### src/rtl/fetch_if.sv
// Fetch-stage bus bundle: execute redirect, instruction memory port and decode handshake.
// The master side is the fetch stage. The slave side is the surrounding core or memory.
interface fetch_if;
    logic        redirect_valid;
    logic [31:0] redirect_pc;
    logic [31:0] imem_addr;
    logic [31:0] imem_rdata;
    logic        id_ready;
    logic        id_valid;
    logic [31:0] id_inst;
    logic [31:0] id_pc;
    logic        id_misalign;

    modport master (
        input  redirect_valid, redirect_pc, imem_rdata, id_ready,
        output imem_addr, id_valid, id_inst, id_pc, id_misalign
    );
    modport slave (
        output redirect_valid, redirect_pc, imem_rdata, id_ready,
        input  imem_addr, id_valid, id_inst, id_pc, id_misalign
    );
endinterface

### src/rtl/fetch_stage.sv
// RV32 fetch stage: owns the PC, reads the combinational imem and queues {pc, inst} for decode.
// Optional macro FETCH_MISALIGN_TRAP_EN turns a misaligned redirect into one fault entry plus a halt.
module fetch_stage #(
    parameter logic [31:0] RESET_PC = 32'h0000_0000,
    parameter int          FQ_DEPTH = 2
) (
    input  logic clk,
    input  logic rst_n,
    fetch_if.master bus
);
    localparam int PTR_W = $clog2(FQ_DEPTH);
    localparam int CNT_W = $clog2(FQ_DEPTH + 1);
    localparam logic [31:0] NOP = 32'h0000_0013;

    typedef struct packed {
        logic [31:0] pc;
        logic [31:0] inst;
        logic        misalign;
    } fq_entry_t;

    fq_entry_t [FQ_DEPTH-1:0] fq;
    fq_entry_t                new_entry;
    logic [31:0]              pc, target;
    logic [PTR_W-1:0]         rd_ptr, wr_ptr;
    logic [CNT_W-1:0]         count;
    logic                     pop, push, room, push_trap;

    assign bus.imem_addr   = pc;
    assign bus.id_valid    = (count != '0);
    assign bus.id_pc       = fq[rd_ptr].pc;
    assign bus.id_inst     = fq[rd_ptr].inst;
    assign bus.id_misalign = fq[rd_ptr].misalign;

    assign pop  = bus.id_valid & bus.id_ready;
    // A full queue can still accept when the head leaves this same cycle.
    assign room = (count < CNT_W'(FQ_DEPTH)) | pop;

`ifdef FETCH_MISALIGN_TRAP_EN
    logic halt, trap_done;

    assign target    = bus.redirect_pc;
    assign push_trap = ~bus.redirect_valid & halt & ~trap_done & room;
    assign push      = (~bus.redirect_valid & ~halt & room) | push_trap;

    // halt latches on a misaligned target; the single fault entry is then emitted once.
    always_ff @(posedge clk or negedge rst_n) begin
        if (!rst_n) begin
            halt      <= 1'b0;
            trap_done <= 1'b0;
        end else if (bus.redirect_valid) begin
            halt      <= |bus.redirect_pc[1:0];
            trap_done <= 1'b0;
        end else if (push_trap) begin
            trap_done <= 1'b1;
        end
    end
`else
    logic unused_low_bits;

    assign unused_low_bits = ^bus.redirect_pc[1:0];
    assign target          = {bus.redirect_pc[31:2], 2'b00};
    assign push_trap       = 1'b0;
    assign push            = ~bus.redirect_valid & room;
`endif

    always_comb begin
        new_entry.pc       = pc;
        new_entry.inst     = push_trap ? NOP : bus.imem_rdata;
        new_entry.misalign = push_trap;
    end

    // A redirect overrides push and pop. Decode may still consume the old head in that cycle.
    always_ff @(posedge clk or negedge rst_n) begin
        if (!rst_n) begin
            pc     <= RESET_PC;
            rd_ptr <= '0;
            wr_ptr <= '0;
            count  <= '0;
            fq     <= '0;
        end else if (bus.redirect_valid) begin
            pc     <= target;
            rd_ptr <= '0;
            wr_ptr <= '0;
            count  <= '0;
        end else begin
            if (push) begin
                fq[wr_ptr] <= new_entry;
                wr_ptr     <= wr_ptr + PTR_W'(1);
                if (!push_trap)
                    pc <= pc + 32'd4;
            end
            if (pop)
                rd_ptr <= rd_ptr + PTR_W'(1);
            case ({push, pop})
                2'b10:   count <= count + CNT_W'(1);
                2'b01:   count <= count - CNT_W'(1);
                default: count <= count;
            endcase
        end
    end
endmodule

### src/flat_wrapper.sv
// flat-port wrapper written by rule: the top's interface ports become plain ports
module fetch_stage_flat 
#(
    parameter logic [31:0] RESET_PC = 32'h0000_0000,
    parameter int          FQ_DEPTH = 2
)
  (clk, rst_n, bus_redirect_valid, bus_redirect_pc, bus_imem_rdata, bus_id_ready, bus_imem_addr, bus_id_valid, bus_id_inst, bus_id_pc, bus_id_misalign);
  fetch_if bus_i ();
  input  logic clk;
  input  logic rst_n;
  input wire logic [$bits(bus_i.redirect_valid)-1:0] bus_redirect_valid;
  input wire logic [$bits(bus_i.redirect_pc)-1:0] bus_redirect_pc;
  input wire logic [$bits(bus_i.imem_rdata)-1:0] bus_imem_rdata;
  input wire logic [$bits(bus_i.id_ready)-1:0] bus_id_ready;
  output wire logic [$bits(bus_i.imem_addr)-1:0] bus_imem_addr;
  output wire logic [$bits(bus_i.id_valid)-1:0] bus_id_valid;
  output wire logic [$bits(bus_i.id_inst)-1:0] bus_id_inst;
  output wire logic [$bits(bus_i.id_pc)-1:0] bus_id_pc;
  output wire logic [$bits(bus_i.id_misalign)-1:0] bus_id_misalign;
  assign bus_i.redirect_valid = bus_redirect_valid;
  assign bus_i.redirect_pc = bus_redirect_pc;
  assign bus_i.imem_rdata = bus_imem_rdata;
  assign bus_i.id_ready = bus_id_ready;
  assign bus_imem_addr = bus_i.imem_addr;
  assign bus_id_valid = bus_i.id_valid;
  assign bus_id_inst = bus_i.id_inst;
  assign bus_id_pc = bus_i.id_pc;
  assign bus_id_misalign = bus_i.id_misalign;
  fetch_stage #(.RESET_PC(RESET_PC), .FQ_DEPTH(FQ_DEPTH)) u_core (.clk(clk), .rst_n(rst_n), .bus(bus_i));
endmodule
### config.mk
export PLATFORM = sky130hd
export DESIGN_NAME = fetch_stage_flat
export DESIGN_NICKNAME = d
export VERILOG_FILES = /design/src/rtl/fetch_if.sv /design/src/rtl/fetch_stage.sv /design/src/flat_wrapper.sv
export SDC_FILE = /design/constraint.sdc
export NUM_CORES = 1
export LEC_CHECK = 0
export ABC_CLOCK_PERIOD_IN_PS = 3800
export CAP_MARGIN = 20
export CELL_PAD_IN_SITES_DETAIL_PLACEMENT = 1
export CELL_PAD_IN_SITES_GLOBAL_PLACEMENT = 2
export CORE_AREA = 2 2 146 148
export CTS_CLUSTER_DIAMETER = 50
export DETAILED_ROUTE_END_ITERATION = 12
export DIE_AREA = 0 0 148 150
export HOLD_SLACK_MARGIN = 0.05
export PLACE_DENSITY = 0.92
export RECOVER_POWER = 25
export SLEW_MARGIN = 15
export SYNTH_ARGS = -nofsm -noshare
export SYNTH_HDL_FRONTEND = slang
export SYNTH_SLANG_ARGS = --single-unit
### constraint.sdc
create_clock -name clk -period 3.8 [get_ports clk]
set_input_delay 0.38 -clock clk [delete_from_list [all_inputs] [get_ports clk]]
set_output_delay 0.38 -clock clk [all_outputs]
set_load 0.03 [all_outputs]
Word-level counts from Yosys, hierarchy flattened --
Index checks and enable logic that the tools add are counted.
Storage, ports and cells: register bits after elaboration 166, bits of input ports 68, output and inout bits 98, logic and storage cells 44
Operators by class: add/sub/neg operators 5, $lt $le $gt $ge 4, eq/ne operators 2, muxes and demuxes 13, bitwise operators 4, reductions and logical operators 6
Operator list (number):
- 2-to-1 mux 65 bit | 3
- bitwise mux 130 bit | 1
- demux 65 bit (select 1 bit) | 1
- 2-to-1 mux 32 bit | 2
- adder 32 x 3 -> 32 bit (second input constant) | 1
- nonzero test 2 bit | 3
- < comparator 1 x 2 -> 1 bit (second input constant) | 2
- 2-to-1 mux 1 bit | 4
- case mux 2 bit (2 select lines) | 1
- nonzero test 3 bit | 1
- adder 1 bit (second input constant) | 2
- adder 2 x 1 -> 2 bit (second input constant) | 1
- AND 1 bit | 2
- == test 2 x 1 -> 1 bit (second input constant) | 1
- == test 2 bit (second input constant) | 1
- < comparator 2 bit (second input constant) | 1
- 2-to-1 mux 2 bit | 1
- AND reduction 2 bit | 1
- subtractor 2 x 1 -> 2 bit (second input constant) | 1
- >= comparator 1 bit (second input constant) | 1
- logical AND 1 bit | 1
- NOT 1 bit | 1
- bitwise OR 1 bit | 1

Longest topological paths before layout --
Gate-level depths: netlist of run 1.
depth in word-level cells 7, mapped depth 6, gate-level depth less buffers 4

Worst setup path after synthesis of run 1 --
Ideal clock, no wire load.
path type register to register, from reg u_core.pc[4], in the netlist u_core.bus.imem_addr[4], to reg u_core.pc[24], in the netlist u_core.bus.imem_addr[24], library setup time 82 ps, arrival time 1780 ps, required time 3718 ps, setup slack 1939 ps, cell stages (with the launch flop) 7, path buffers 2, period minus slack after synthesis 1861 ps, cells stage by stage dfrtp_1 and3_1 buf_4 nand4_4 buf_6 or4_1 a31oi_1
On the way: cells in the longest elaborated chain, start to end 3
Ends and longest elaborated chain:
- from (decl) | RTL line fetch_stage.sv:23 | logic [31:0] pc, target;
- from (signal assigned) | RTL line fetch_stage.sv:81 | pc <= target;
- from (signal assigned) | RTL line fetch_stage.sv:90 | pc <= pc + 32'd4;
- adder 32 x 3 -> 32 bit | RTL line fetch_stage.sv:90
- 2-to-1 mux 32 bit | RTL line fetch_stage.sv:86 | if (push) begin
- 2-to-1 mux 32 bit | RTL line fetch_stage.sv:80 | end else if (bus.redirect_valid) begin
Every way passes these cells. The select of a mux whose other input is x is not followed. A chain may end at the register's enable or synchronous reset.

Final worst setup path of run 1 --
from reg u_core.rd_ptr, to out bus_id_pc[30]
On the way: cells in the longest elaborated chain, start to end 2
Ends and longest elaborated chain:
- from (decl) | RTL line fetch_stage.sv:24 | logic [PTR_W-1:0] rd_ptr, wr_ptr;
- from (signal assigned) | RTL line fetch_stage.sv:93 | rd_ptr <= rd_ptr + PTR_W'(1);
- 2-to-1 mux 65 bit (not written as such) | RTL line fetch_stage.sv:30 | assign bus.id_pc = fq[rd_ptr].pc;
- 2-to-1 mux 65 bit
- to (decl) | RTL line flat_wrapper.sv:18 | output wire logic [$bits(bus_i.id_pc)-1:0] bus_id_pc;
Every way passes these cells. The select of a mux whose other input is x is not followed.

==> metrics.txt, run 1 <==
skew final=0.00836 ns; largest net degree at the start of global routing=98; peak per-stage delay on the critical path=0.62 ns; drt total wl=19500 um; power density over cell area=600 mW/mm^2; outcome=finished, violations left; Synth Instances=564; Vias=5206; crit path DAT=2.37 ns; maximum vdd drop=0.000302 V; post-detail-place hpwl=13300 um; WP buf/inv=2; crit path time final=2.75 ns; Hold Buf Count CTS=0; Min-Delay Path Class=reg2reg; Root Driver=clkbuf_16; Top Family by Delay on Critical Path=buffers and inverters; relative slew slack=-0.628; crit share post-route=0.725; Post-synth EDFFs=0; RSZ-0062 raised after global routing=false; highest-delay cell along the critical path=clkdlybuf4s50_1; WL met2=10000 um; failing checks=capacitance limit, slew limit; cell accounting for the most synthesized area=dfrtp_1; H-tree depth=4; worst slew pin tran=2.44 ns; critical-path cell list=buf_4 > mux2_2 > clkdlybuf4s50_1; P&R area growth vs syn=33.8%; Setup TNS=0 ns; initial antenna violation count=0; number of synthesized register bits=158; Site Rows=53; CP required=3.42 ns; clk slew on worst S/H paths=0.07 ns; CP Launch Point=u_core.rd_ptr; drt drc=0; Routed Antenna Nets=0; RePlAce Congestion=0.765; Avg Inst Size Synth=13.0 sq um; CP Depth=3; fin nets=785; Setup Crit Path Kind=reg2out; CTS tree=built; reg2reg end=u_core.bus.imem_addr[15]; All-Layer GR Usage=0.181; Worst-Skew Late Latency=0.42 ns; synth unique cells=38; Final Hold Violating Endpoints=0; met3 WL=845 um; Initial Util=0.354; post-cts sizing count=0; Worst setup EP type=output port; Filler cells=2162; FF-to-FF Start=u_core.count[1]; # setup viols final=0; height of the chip=150 um; maximum clock frequency=363 MHz; DRT Pass-1 Iters=4; mapped cell area=0.00732 sq mm; share of layout cells above drive strength 1=0.316; post-synthesis sequential area ratio=0.540; clock sinks=158; Port Buf Inserts=158; vias per inst=5.19; Metal-1 WL=8380 um; ant diodes=0; crit path launch type=flip-flop; pre-CTS setup slack=0.898 ns; CTS buffer count=17; yosys warns=0; core footprint=0.0207 sq mm; vias in the first global route=5928; Worst Reg-to-Reg Cells=4; Die Span X=148 um; first-pass GRT wire length=31700 um; area of the multi-input gates=0.00319 sq mm; Slew Limit Fails=97; Pleak=3.90 nW; largest cells by area after synthesis=dfrtp_1 54%, mux2_2 28%, or4_1 1.7%; Synth top area share=0.540; reported max-cap violation count=1; Post-synth top flop=dfrtp_1; Max Buffers Root-to-Sink=2; drt wl/cell=19.5 um; Final WS setup=1.05 ns; post-CTS setup buffers=0; Overflow after GRT=0; Initial DRC Count=174; top routing layer used=met4; Die ar.=0.0222 sq mm; ys async rst share=1.00; sequential cell area=0.00396 sq mm; crit path to=bus_id_pc[30]; IO Count=166; Crit Path Max Fanout=23; reg-to-reg slack, setup=1.46 ns
[area by class of cell]
type	count	area share
timing repair buffer	166	0.172
tap	275	0.0351
clock buffer	17	0.0434
sequential	158	0.404
multi-input combinational	368	0.326
clock inverter	15	0.0175
inverter	5	0.00192
[layout by cell type, fill, tap and decap left out, types with 4 or more instances in the layout]
master,count
mux2_2,183
clkdlybuf4s50_1,157
dfrtp_1,157
nand2_1,29
nor2_1,19
or4_1,17
clkbuf_16,17
o21ai_0,15
nand3_1,15
a31oi_1,13
o31ai_1,12
nand4_1,9
inv_6,6
inv_1,5
and4_1,5
and3_1,5
o211ai_1,5
xnor2_1,5
xor2_1,5
conb_1,5
buf_12,4
buf_4,4
[layer usage]
metal / vias up / track usage
li1: 2364 / -
met1: 2694 / 0.221
met2: 128 / 0.319
met3: 20 / 0.0412
met4: 0 / 0.0567
met5: - / 0
[report_power, final]
part           switching, mW  total (mW)  internal (mW)
logic                  0.915        1.83          0.919
clock network          0.744        1.74          0.992
registers              0.249        2.31           2.06
[worst reg2reg max path, delay by kind of cell (launching register included)]
family | cells | cell delay (ns)
AOI/OAI and AO/OA | 1 | 0.20
DFF | 1 | 0.42
and+or+nand+nor | 3 | 1.64
[worst min path at each step]
stage                         startpoint                  endpoint  cells after the start
after floorplan                    rst_n  u_core.bus.imem_addr[10]                      0
after CTS                          rst_n              u_core.fq[4]                      1
after global routing       u_core.fq[19]             u_core.fq[19]                      1
final                     u_core.fq[120]            u_core.fq[120]                      2
after global placement    u_core.fq[120]            u_core.fq[120]                      2
after detailed placement  u_core.fq[120]            u_core.fq[120]                      2
[sequential cells by signal (all words and copies together), names as in the netlist]
signal,flops
u_core.fq,124
u_core.bus.imem_addr,30
u_core.count,2
u_core.rd_ptr,1
u_core.wr_ptr,1
[synth_stat cells (2+ instances only)]
| master | number |
|---|---|
| and2_1 | 2 |
| o31a_1 | 2 |
| a21oi_1 | 2 |
| o211ai_1 | 5 |
| nand2_1 | 29 |
| dfrtp_1 | 158 |
| clkbuf_1 | 10 |
| inv_1 | 5 |
| buf_2 | 15 |
| xnor2_1 | 5 |
| o31ai_1 | 12 |
| nor2b_1 | 3 |
| or4b_1 | 2 |
| xor2_1 | 5 |
| nand4_1 | 9 |
| buf_4 | 6 |
| nor2_1 | 19 |
| and3_1 | 5 |
| nor4_1 | 2 |
| nand2b_1 | 2 |
| o21ai_0 | 15 |
| and4_1 | 5 |
| mux2_2 | 183 |
| buf_1 | 5 |
| a31oi_1 | 13 |
| nand3_1 | 16 |
| or4_1 | 17 |
| a22oi_1 | 2 |
[logic make-up after synthesis]
kind of cell | Yosys count | share of synthesized area
muxes | 184 | 0.283
DFF | 158 | 0.540
and+or+nand+nor | 117 | 0.0898
AOI/OAI and AO/OA | 51 | 0.0446
buffers and inverters | 42 | 0.0282
xor gates and xnor gates | 10 | 0.0120
adders and majority gates | 1 | 0.00171
other | 1 | 0.000512
[per-stage QoR]
step	power, mW	util	area (sq um)	hold WS [ns]	instances
2_1_floorplan	3.42	-	7330	0.0844	568
3_3_place_gp	4.09	0.445	9200	0.460	972
3_5_place_dp	4.19	0.445	9200	0.479	972
4_1_cts	5.96	0.474	9800	0.0843	1004
5_1_grt	6.16	0.473	9790	0.517	1004
6_report	5.88	0.473	9790	0.494	1004
Note: power is estimated with default switching activity, not from simulation.
==> run 2: changes to the inputs <==
Settings changed: ABC_CLOCK_PERIOD_IN_PS 3800 to 2300, CORE_AREA 2 2 146 148 to 2 2 160 162, DIE_AREA 0 0 148 150 to 0 0 162 164, PLACE_DENSITY 0.92 to 0.83.
Clock period 3.8 ns to 2.3 ns, I/O delays scaled along.
==> metrics.txt, run 2 (same netlist as run 1, synthesis figures left out) <==
DRT Pass-1 Iters=4 (unchanged); Slew Limit Fails=0 (-100%); Overflow after GRT=0 (unchanged); largest net degree at the start of global routing=66 (-33%); FF-to-FF Start=u_core.bus.imem_addr[17]; CTS buffer count=17 (unchanged); Site Rows=58 (+9.4%); Setup TNS=0 ns (unchanged); drt total wl=19200 um (-1.8%); P&R area growth vs syn=35.3%; WHS Path Cells=3 (+1); Die ar.=0.0266 sq mm (+20%); reg2reg end=u_core.bus.imem_addr[26]; reg-to-reg slack, setup=0.23 ns (-1.23 ns); core footprint=0.0248 sq mm (+20%); RePlAce Congestion=0.707 (-7.5%); Die Span X=162 um (+9.5%); maximum vdd drop=0.000420 V (+39%); outcome=complete, no violations; Crit Path Max Fanout=47 (+100%); Pleak=4.05 nW (+3.8%); Worst setup EP type=output port; Min-Delay Path Class=in2reg; Final Instance Count excl. Fillers=1075 (+7.1%); post-CTS setup buffers=0 (unchanged); Worst Reg-to-Reg Cells=4 (unchanged); Max Buffers Root-to-Sink=2 (unchanged); Initial Util=0.295 (-0.0588); hold path start=bus_redirect_pc[11]; first-pass GRT wire length=31300 um (-1.3%); drt wl/cell=17.8 um (-8.3%); vias in the first global route=5665 (-4.4%); initial antenna violation count=2 (+2); Port Buf Inserts=158 (unchanged); Final Hold Violating Endpoints=0 (unchanged); Vias=5192 (-0.27%); RSZ-0062 raised after global routing=false; commonest non-fill, non-tap cell in the layout=mux2_2; Root Driver=clkbuf_16; most frequent cells in the layout=183 x mux2_2, 157 x dfrtp_1, 94 x clkdlybuf4s50_1, 60 x dlygate4sd2_1, 29 x nand2_1; maximum clock frequency=472 MHz; drt drc=0 (unchanged); # setup viols final=0 (unchanged); crit path time final=2.12 ns; H-tree depth=4 (unchanged); Setup Crit Path Kind=reg2out; post-detail-place hpwl=13000 um (-2.0%); max reg flops=124 (unchanged); crit path launch type=flip-flop; dpl cells=1041 (+7.1%); share of layout cells above drive strength 1=0.329 (+0.0138); clock sinks=158 (unchanged); CP required=2.07 ns (-1.35 ns); All-Layer GR Usage=0.151 (-0.0303); Routed Antenna Nets=0 (unchanged); crit share post-route=0.920; Hold Path Sink=u_core.bus.imem_addr[11]; IO Count=166 (unchanged); Top reg by flops=u_core.fq; height of the chip=164 um (+9.3%); Initial DRC Count=206 (+18%); vias per inst=4.83 (-6.9%); reported max-cap violation count=0 (-1); skew final=0.00791 ns (-0.000449 ns); relative slew slack=0.271 (+0.899); crit path DAT=1.89 ns (-0.48 ns); power density over cell area=943 mW/mm^2 (+57%); CTS tree=built; clk slew on worst S/H paths=0.07 ns (about the same); Worst-Skew Late Latency=0.43 ns (about the same); fin nets=800 (+1.9%); worst slew pin tran=1.09 ns (-1.35 ns)
## run 2: changes by cell type in the layout (fill, tap and decap cells not counted), moves of 3 or more
cell / before / now
buf_12: 4 / 7
dlygate4sd2_1: 0 / 60
inv_8: 3 / 0
clkdlybuf4s50_1: 157 / 94
buf_4: 4 / 16
## run 2: timing repair
action	in CTS	in global routing
hold endpoints to repair	39	0
gates resized for setup	60	0
hold buffers	1	0
endpoints found under the setup margin	60	0
## run 2: metal layers
layer  GRT usage  vias up  share of wire
met1       0.189     2659           0.45
met2       0.253      111           0.49
met4      0.0531        0          0.016
met5           0        -              0
li1            -     2399              -
met3      0.0396       23          0.048
## run 2: area by class of cell
type                       instances  area, sq um
antenna                            1         2.50
tap                              330          413
inverter                           5         18.8
multi-input combinational        368         3190
clock inverter                    15          136
fill                            2651        14900
sequential                       158         3960
timing repair buffer             181         1760
clock buffer                      17          425
## run 2: worst max-delay path by stage
stage | from | to | slack [ns] | cells past startpoint
final | u_core.rd_ptr | bus_id_pc[26] | 0.18 | 3
after detailed placement | bus_id_ready | u_core.bus.imem_addr[20] | 0.12 | 6
after CTS | u_core.rd_ptr | bus_id_pc[28] | 0.14 | 3
after floorplan | u_core.bus.imem_addr[4] | u_core.bus.imem_addr[24] | 0.44 | 6
after global placement | bus_id_ready | u_core.bus.imem_addr[20] | 0.18 | 6
after global routing | u_core.bus.imem_addr[17] | u_core.bus.imem_addr[26] | 0.03 | 4
## run 2: report_power, final
group / internal (mW) / switching [mW] / leakage (nW)
clock network: 1.50 / 1.22 / 0.267
logic: 1.33 / 1.52 / 1.93
registers: 3.40 / 0.362 / 1.85
total: 6.23 / 3.10 / 4.05
## run 2: critical path, cell delays in order (launching register included)
cell and delay [ns]:
dfrtp_2 0.39, buf_12 0.29, mux2_2 0.37, dlygate4sd2_1 0.38
## run 2: per-stage QoR
step	worst slack [ns]	power [mW]	utilization	instance area, sq um	hold WS, ns
after global routing	0.0335	9.84	0.399	9900	0.375
after CTS	0.142	9.49	0.399	9910	0.283
after floorplan	0.439	5.65	-	7330	-0.0656
after detailed placement	0.116	6.93	0.379	9410	0.182
final	0.183	9.33	0.399	9900	0.371
after global placement	0.182	6.84	0.379	9410	0.173
